==> src/rtl/regfile_writeback.sv <==
// ============================================================================
// regfile_writeback: merges ALU and load writebacks through a small FIFO into
// one register-file write per cycle, with a forwarding lookup for decode.
// Revision: 1.0
// ============================================================================
`default_nettype none

module regfile_writeback #(
  parameter int DEPTH  = 4,
  parameter int DATA_W = 32,
  parameter int ADDR_W = 5
) (
  input  logic                      clk,
  input  logic                      rst_n,
  input  logic                      a_valid,
  input  logic [ADDR_W-1:0]         a_reg,
  input  logic [DATA_W-1:0]         a_data,
  output logic                      a_ready,
  input  logic                      b_valid,
  input  logic [ADDR_W-1:0]         b_reg,
  input  logic [DATA_W-1:0]         b_data,
  output logic                      b_ready,
  input  logic                      hold,
  output logic                      regWrite,
  output logic [ADDR_W-1:0]         write_reg,
  output logic [DATA_W-1:0]         write_data,
  input  logic [ADDR_W-1:0]         chk_reg,
  output logic                      chk_hit,
  output logic [DATA_W-1:0]         chk_data,
  output logic [$clog2(DEPTH):0]    count,
  output logic                      full,
  output logic                      empty
);

  localparam int PTR_W = $clog2(DEPTH);
  localparam int CNT_W = PTR_W + 1;

  logic [ADDR_W-1:0] reg_mem  [DEPTH];
  logic [DATA_W-1:0] data_mem [DEPTH];

  logic [PTR_W-1:0] rptr;
  logic [PTR_W-1:0] wptr;
  logic [PTR_W-1:0] b_slot;
  logic [CNT_W-1:0] space;
  logic [CNT_W-1:0] count_next;
  logic             a_push;
  logic             b_push;
  logic             a_store;
  logic             b_store;
  logic             pop;

  // Readiness looks only at current occupancy; a same-cycle pop is not credited.
  assign space   = CNT_W'(DEPTH) - count;
  assign a_ready = (space != '0);
  assign b_ready = a_valid ? (space >= CNT_W'(2)) : (space != '0);

  assign a_push  = a_valid & a_ready;
  assign b_push  = b_valid & b_ready;
  assign a_store = a_push & (a_reg != '0);
  assign b_store = b_push & (b_reg != '0);
  assign b_slot  = wptr + PTR_W'(a_store);

  assign empty    = (count == '0);
  assign full     = (count == CNT_W'(DEPTH));
  assign regWrite = !empty && !hold;
  assign pop      = regWrite;

  assign write_reg  = empty ? '0 : reg_mem[rptr];
  assign write_data = empty ? '0 : data_mem[rptr];

  assign count_next = count + CNT_W'(a_store) + CNT_W'(b_store) - CNT_W'(pop);

  // Storage needs no reset: occupancy alone decides which entries are live.
  always_ff @(posedge clk) begin
    if (a_store) begin
      reg_mem[wptr]  <= a_reg;
      data_mem[wptr] <= a_data;
    end
    if (b_store) begin
      reg_mem[b_slot]  <= b_reg;
      data_mem[b_slot] <= b_data;
    end
  end

  always_ff @(posedge clk or negedge rst_n) begin
    if (!rst_n) begin
      rptr  <= '0;
      wptr  <= '0;
      count <= '0;
    end else begin
      if (pop) rptr <= rptr + PTR_W'(1);
      wptr  <= wptr + PTR_W'(a_store) + PTR_W'(b_store);
      count <= count_next;
    end
  end

  // Walk oldest to youngest so the last match wins.
  always_comb begin
    logic [PTR_W-1:0] idx;
    idx      = '0;
    chk_hit  = 1'b0;
    chk_data = '0;
    for (int k = 0; k < DEPTH; k++) begin
      idx = rptr + PTR_W'(k);
      if ((CNT_W'(k) < count) && (chk_reg != '0) && (reg_mem[idx] == chk_reg)) begin
        chk_hit  = 1'b1;
        chk_data = data_mem[idx];
      end
    end
  end

endmodule

`default_nettype wire

==> config.mk <==
export PLATFORM = sky130hd
export DESIGN_NAME = regfile_writeback
export DESIGN_NICKNAME = d
export VERILOG_FILES = /design/src/rtl/regfile_writeback.sv
export SDC_FILE = /design/constraint.sdc
export NUM_CORES = 1
export LEC_CHECK = 0
export BUFFER_PORTS_ARGS = -buffer_cell sky130_fd_sc_hd__buf_4
export CELL_PAD_IN_SITES_DETAIL_PLACEMENT = 1
export CELL_PAD_IN_SITES_GLOBAL_PLACEMENT = 1
export CORE_ASPECT_RATIO = 1.4
export CORE_UTILIZATION = 45
export CTS_CLUSTER_SIZE = 20
export DETAILED_ROUTE_END_ITERATION = 8
export HOLD_SLACK_MARGIN = 0.03
export PLACE_DENSITY_LB_ADDON = 0.2
export SLEW_MARGIN = 20
export SYNTH_ARGS = -nofsm -noshare
export SYNTH_HDL_FRONTEND = slang
export SYNTH_SLANG_ARGS = --single-unit
==> constraint.sdc <==
create_clock -name clk -period 5.2 [get_ports clk]
set_input_delay 1.04 -clock clk [delete_from_list [all_inputs] [get_ports clk]]
set_output_delay 1.04 -clock clk [all_outputs]
set_load 0.005 [all_outputs]
==> results of run 1 <==
[layout by cell type (no fill, tap or decap), types with 3 or more instances in the layout]
master	n
sky130_fd_sc_hd__mux2_2	245
sky130_fd_sc_hd__buf_4	184
sky130_fd_sc_hd__edfxtp_1	148
sky130_fd_sc_hd__mux2i_1	96
sky130_fd_sc_hd__nand2_1	68
sky130_fd_sc_hd__a311oi_1	51
sky130_fd_sc_hd__nor2_1	36
sky130_fd_sc_hd__nor3b_1	33
sky130_fd_sc_hd__and2_1	32
sky130_fd_sc_hd__nor3_1	32
sky130_fd_sc_hd__a211oi_1	31
sky130_fd_sc_hd__xnor2_1	19
sky130_fd_sc_hd__o32ai_1	19
sky130_fd_sc_hd__clkbuf_16	17
sky130_fd_sc_hd__mux4_2	13
sky130_fd_sc_hd__a311oi_2	13
sky130_fd_sc_hd__o32ai_2	13
sky130_fd_sc_hd__inv_1	9
sky130_fd_sc_hd__ha_1	9
sky130_fd_sc_hd__mux4_1	7
sky130_fd_sc_hd__xor2_1	6
sky130_fd_sc_hd__nor2b_1	5
sky130_fd_sc_hd__dfrtp_1	5
sky130_fd_sc_hd__nand4_1	4
sky130_fd_sc_hd__bufinv_16	4
sky130_fd_sc_hd__clkinv_2	4
sky130_fd_sc_hd__clkbuf_1	3
sky130_fd_sc_hd__buf_12	3
[path summary, 6_finish.rpt]
path                                   end  slack (ns)  depth (start not counted)
max                           chk_data[20]        0.28                          8
min                                rptr[1]        0.42                          1
max reg2reg                data_mem[0][22]        1.26                         11
min reg2reg                        wptr[1]        0.81                          2
max in group asynchronous          rptr[0]        4.64                          1
min in group clk                   wptr[1]        0.81                          2
[worst register-to-register path, stage by stage (launching register included)]
cell	delay (ns)
sky130_fd_sc_hd__dfrtp_1	0.40
sky130_fd_sc_hd__inv_1	0.19
sky130_fd_sc_hd__ha_1	0.28
sky130_fd_sc_hd__ha_2	0.35
sky130_fd_sc_hd__nand2_1	0.08
sky130_fd_sc_hd__o211ai_1	0.17
sky130_fd_sc_hd__inv_1	0.14
sky130_fd_sc_hd__ha_1	0.22
sky130_fd_sc_hd__xnor2_1	0.49
sky130_fd_sc_hd__nor3b_2	0.31
sky130_fd_sc_hd__buf_4	0.62
sky130_fd_sc_hd__mux2_2	0.45
[routing by layer]
layer | vias to the layer above | wire [um]
met5 | - | 0
met4 | 0 | 679
met3 | 34 | 1050
met2 | 188 | 19500
met1 | 4697 | 14600
li1 | 4246 | -
[sequential cells by signal (all words and copies together), names as in the netlist]
signal    cells
wptr          2
count         3
reg_mem      20
data_mem    128
rptr          2
[metrics by stage]
stage	hold WS, ns	instance area [sq um]	util [%]	setup slack (ns)
6_report	0.422	14400	53.5	0.282
5_1_grt	0.408	14400	53.5	0.107
4_1_cts	0.406	14400	53.4	0.287
3_5_place_dp	0.775	13800	51.2	0.537
3_3_place_gp	0.713	13700	51.1	0.575
2_1_floorplan	0.629	12400	-	0.221
[layout make-up]
class,instances,area [sq um],share of cell area [%]
multi-input cells,759,7180,49.8
flip-flops and latches,155,4630,32.1
repair buffers,189,1500,10.4
well taps,365,457,3.17
clock buffers,20,437,3.03
clock inverters,12,173,1.20
inverters,10,40.0,0.278
[power breakdown]
group	internal, mW	switching [mW]	total, mW
Sequential	2.16	0.356	2.52
Combinational	3.03	3.53	6.56
Clock	0.802	0.513	1.31
Total	5.99	4.40	10.4
[cells by family (layout without fill, tap and decap cells)]
group / count (synthesis) / count (layout) / share of synthesized area (%)
mux: 361 / 361 / 34.0
flops: 155 / 155 / 37.4
buf+inv: 116 / 231 / 5.13
xor+xnor: 25 / 25 / 1.77
fa+ha+maj: 12 / 12 / 1.34
simple gates: 224 / 224 / 9.50
compound gates: 137 / 137 / 10.9
==> run metrics, run 1 <==
status finished, final reports clean; Die X-Extent 142 um; sink count of the clock tree 155; total negative slack for setup checks 0 ns; Final Max Slew Viols 0; total core area about 27,000 sq um; most heavily used metal layer in global routing met2; slew at the pin closest to its max-slew limit 1.11 ns; synth cell count leaders sky130_fd_sc_hd__mux2_2, sky130_fd_sc_hd__edfxtp_1, sky130_fd_sc_hd__mux2i_1, sky130_fd_sc_hd__nand2_1, sky130_fd_sc_hd__a311oi_1; per-cell via count in the routed design between 6 and 7; synth top area cells sky130_fd_sc_hd__edfxtp_1, sky130_fd_sc_hd__mux2_2, sky130_fd_sc_hd__mux2i_1; Max transition margin 26.2%; ys async rst share roughly 4.5%; post-placement cell count 1,477; Critical Path Sink Type output port; DIE AREA approximately 28,000 sq um; Area growth syn-to-layout 16.6%; number of flip-flops and latches in the synthesized netlist between 150 and 200; RSZ-0062 raised after global routing no; largest area contributor in the netlist sky130_fd_sc_hd__edfxtp_1; Final HPWL DP 22,900 um; n_diodes 0; total vias in the final route 9,165; register area share after synthesis 37.4%; cts bufs inserted 17; critical path launch point rptr[0]; clock root buffer sky130_fd_sc_hd__clkbuf_16; shortest clock period the worst path allows after layout roughly 4.9 ns; I/O pins ~160; vias in the first global route about 9,700; count of cell types in the netlist 48; per-cell routed wire length around 24 um; reg2reg start count[0]; CTS resizes 0; Antenna Nets Post-Route 0; share of the clock period used by the worst path 94.6%; arrival time of data at the critical path endpoint between 3 and 4 ns; # Max-Cap Violations 0; first-pass iteration count of the detailed router 4; worst clock skew 0.00929 ns; Final Wtd Congestion just under 0.8; Global Route Usage Sum 26.0%; effective utilization at floorplan roughly 46%; met2 Usage GRT 48.4%; Mapped Nets 1,126; Chip Height about 200 um; antenna violations before repair 0; post-layout power 10.4 mW; Leakage Power 5.13 nW; worst-path maximum fanout 42; mean instance size in the synthesized netlist 12.0 sq um; number of buffers added to fix hold violations after cts 0; count of endpoints failing setup in the final report 0; Layout fillers 2,829; cell-by-cell trace of the critical path mux4_2 -> xor2_1 -> a2111oi_2 -> and4_2 -> buf_4 -> a311oi_1 -> o32ai_1 -> buf_4; classification of the worst setup path reg -> out; number of standard cells after synthesis 1,030; pin count of the biggest net entering global routing 130; Buffers & Inverters on Critical Path 2; area fraction of the dominant cell type after synthesis between 30% and 40%; TritonCTS clock tree yes; top cell family by delay on the critical path compound AO/OA/AOI/OAI gates; CP max stage delay 0.66 ns; Syn. warnings 0; maximum buffer depth of the clock tree 2; share of post-route cells with drive strength above 1 45.6%; Post-Layout Cell Count 1,510; Port Buffers 161; most frequently used flop master after synthesis sky130_fd_sc_hd__edfxtp_1; areal power density over the cells 721 nW/um^2; worst-path cell with the longest stage delay sky130_fd_sc_hd__dfrtp_4; Global Route met1 Usage 30.7%; postcts setup bufs 0; dominant cell by count in the synthesized netlist sky130_fd_sc_hd__mux2_2; EDFF count, synth ~150; required time at the endpoint of the critical path 4.16 ns; IR drop worst, VDD around 500 uV; cell mode on critical path sky130_fd_sc_hd__buf_4; sort of element at the start of the critical path register; Congestion Overflow GR 0; area of the mapped netlist between 10,000 and 15,000 sq um; clk_lat worst skew 0.43 ns; Max Fclk 203 MHz; Post-route DRC 0; fin nets 1,228; met3 Use GR about 2.8%; violation count after the first detailed-route iteration roughly 480; CTS H-tree depth 4; global-route wire length before repair approximately 55,000 um; class of the tightest hold or removal check in -> async; final-report hold violation count 0; clock transition at the registers of the reported paths 0.06 ns; final routed wirelength across all metal layers 35,800 um; number of placement rows 71
(Power assumes the default switching activity.)
==> run 2, diff against run 1 <==
RECOVER_POWER = 100   (was not set)
==> run 2 against run 1 <==
Effect of this change: the run now ends with capacitance limit, slew limit left; first-iteration DRC count increased by 6.5%; sequential power is essentially flat; final cell count unchanged; count of clock-buffer cells in the layout did not move; largest cell class unchanged; highest routed layer unchanged.
==> run metrics, run 2 (synthesized netlist as in run 1, its figures left out) <==
post-placement cell count 1,477 (unchanged); share of the clock period used by the worst path 96.1% (+1.5 points); final-report hold violation count 0 (unchanged); number of buffers added to fix hold violations after cts 0 (unchanged); worst-path cell with the longest stage delay sky130_fd_sc_hd__dfrtp_4; clock root buffer sky130_fd_sc_hd__clkbuf_16; reg2reg start count[0]; Chip Height 198 um (unchanged); most frequent cells in the layout sky130_fd_sc_hd__mux2_2, sky130_fd_sc_hd__buf_4, sky130_fd_sc_hd__edfxtp_1, sky130_fd_sc_hd__mux2i_1, sky130_fd_sc_hd__nand2_1; number of flip-flops in the largest register 128 (unchanged); total vias in the final route 9,214 (+0.53%); sort of element at the start of the critical path register; vias in the first global route 9,682 (unchanged); Port Buffers 161 (unchanged); first-pass iteration count of the detailed router 4 (unchanged); r2r setup slk 0.52 ns (-0.74 ns); Worst R2R Path Depth 12 (+1); postcts setup bufs 0 (unchanged); amount of wire on met2 after detailed routing 19,300 um (-0.89%); Metal-1 WL 14,500 um (-0.90%); Leakage Power 5.05 nW (-1.6%); Max transition margin -47.8% (-74 points); Final Max Slew Viols 94 (+94); most frequent standard cell in the layout excluding fill and tap cells sky130_fd_sc_hd__mux2_2; CTS H-tree depth 4 (unchanged); final routed wirelength across all metal layers 35,800 um (-0.10%); count of endpoints failing setup in the final report 0 (unchanged); R2R Path End data_mem[2][0]; failing checks capacitance limit, slew limit; Final Wtd Congestion 0.781 (unchanged); worst clock skew 0.00912 ns (-0.000172 ns); violation count after the first detailed-route iteration 509 (+6.5%); Post-route DRC 0 (unchanged); cts bufs inserted 17 (unchanged); class of the tightest hold or removal check in -> async; per-cell routed wire length 23.7 um (-0.10%); maximum buffer depth of the clock tree 2 (unchanged); worst-path maximum fanout 65 (+55%); Max Fclk 200 MHz (-1.6%); total core area 26,900 sq um (unchanged); Post-Layout Cell Count 1,510 (unchanged); clock transition at the registers of the reported paths 0.06 ns (about the same); IR drop worst, VDD 497 uV (about the same); Global Route Usage Sum 26.0% (unchanged); status finished, violations left; Congestion Overflow GR 0 (unchanged); Final HPWL DP 22,900 um (unchanged); sink count of the clock tree 155 (unchanged); Area growth syn-to-layout 15.1%; arrival time of data at the critical path endpoint 3.96 ns (+0.08 ns); registers with the most flip-flops data_mem: 128 flops, reg_mem: 20 flops, count: 3 flops; Critical Path Sink Type output port; highest metal layer with signal wires met4; pin count of the biggest net entering global routing 130 (unchanged); CTS resizes 0 (unchanged); largest register by flop count data_mem; total negative slack for setup checks 0 ns (unchanged); post-layout power 10.3 mW (-1.3%); number of placement rows 71 (unchanged); I/O pins 162 (unchanged); clk_lat worst skew 0.43 ns (about the same); # Max-Cap Violations 5 (+5); share of post-route cells with drive strength above 1 43.3% (-2.3 points); cell-by-cell trace of the critical path mux4_2 -> xor2_1 -> or3_2 -> or2_4 -> clkbuf_4 -> a311oi_1 -> o32ai_1 -> buf_4; DIE AREA 28,100 sq um (unchanged); areal power density over the cells 721 nW/um^2 (about the same); slew at the pin closest to its max-slew limit 2.20 ns (+1.10 ns); worst-case hold slack 0.524 ns (+0.102 ns); global-route wire length before repair 55,300 um (unchanged); CP max stage delay 0.63 ns (-0.03 ns); per-cell via count in the routed design 6.10 (+0.53%); Die X-Extent 142 um (unchanged); effective utilization at floorplan 45.9% (unchanged); TritonCTS clock tree yes; Antenna Nets Post-Route 0 (unchanged); antenna violations before repair 0 (unchanged); shortest clock period the worst path allows after layout 5.00 ns (+0.0783 ns); fin nets 1,228 (unchanged); classification of the worst setup path reg -> out; required time at the endpoint of the critical path 4.16 ns (about the same); RSZ-0062 raised after global routing no; total met3 wirelength after detailed routing 1220 um (+16%); n_diodes 0 (unchanged)
-- run 2: cell types whose count changed in the layout (fill, tap and decap cells not counted), moves of 3 or more --
cell	previous run	this run
sky130_fd_sc_hd__buf_4	184	149
sky130_fd_sc_hd__clkbuf_4	0	19
sky130_fd_sc_hd__clkbuf_1	3	13
sky130_fd_sc_hd__clkbuf_2	0	6
sky130_fd_sc_hd__o32ai_1	19	25
sky130_fd_sc_hd__o32ai_2	13	7
sky130_fd_sc_hd__mux2_1	0	3
sky130_fd_sc_hd__mux2_2	245	242
-- run 2: critical path: cells and delay by family, from the launching register on --
kind	cells	cell delay, ns
buffers and inverters	2	0.73
and+or+nand+nor	2	0.74
AOI/OAI and AO/OA	2	0.65
xor gates and xnor gates	1	0.16
muxes	1	0.56
DFF	1	0.63
-- run 2: how the worst max path moves through the flow --
stage          startpoint              to  depth (start not counted)
2_1_floorplan    a_reg[1]  data_mem[3][0]                          9
4_1_cts           rptr[0]    chk_data[20]                          8
3_3_place_gp   chk_reg[3]    chk_data[20]                          9
5_1_grt           rptr[1]    chk_data[18]                          8
3_5_place_dp   chk_reg[3]    chk_data[18]                          9
6_report          rptr[1]    chk_data[18]                          8
-- run 2: final cells by class --
cell class / instances / area, sq um
fill: 2845 / 12700
multi-input combinational: 759 / 7080
sequential: 155 / 4630
timing repair buffer: 189 / 1420
tap: 365 / 457
clock buffer: 20 / 437
clock inverter: 12 / 173
inverter: 10 / 40.0
-- run 2: per-stage QoR --
stage | worst slack, ns | area (sq um) | util [%]
floorplan | 0.221 | 12400 | -
global placement | 0.575 | 13700 | 51.1
detailed placement | 0.537 | 13800 | 51.2
CTS | 0.287 | 14400 | 53.4
global route | 0.0733 | 14200 | 52.9
finish | 0.203 | 14200 | 52.9
-- run 2: layer usage --
metal,up-vias,track usage (%)
met1,4691,30.7
met5,-,0
met4,0,8.52
met2,227,48.4
met3,45,2.81
li1,4251,-
-- run 2: power by group --
group	leakage (nW)	internal [mW]	switching, mW
Sequential	1.46	2.18	0.349
Combinational	3.30	2.93	3.49
Clock	0.294	0.802	0.514
Total	5.05	5.90	4.35
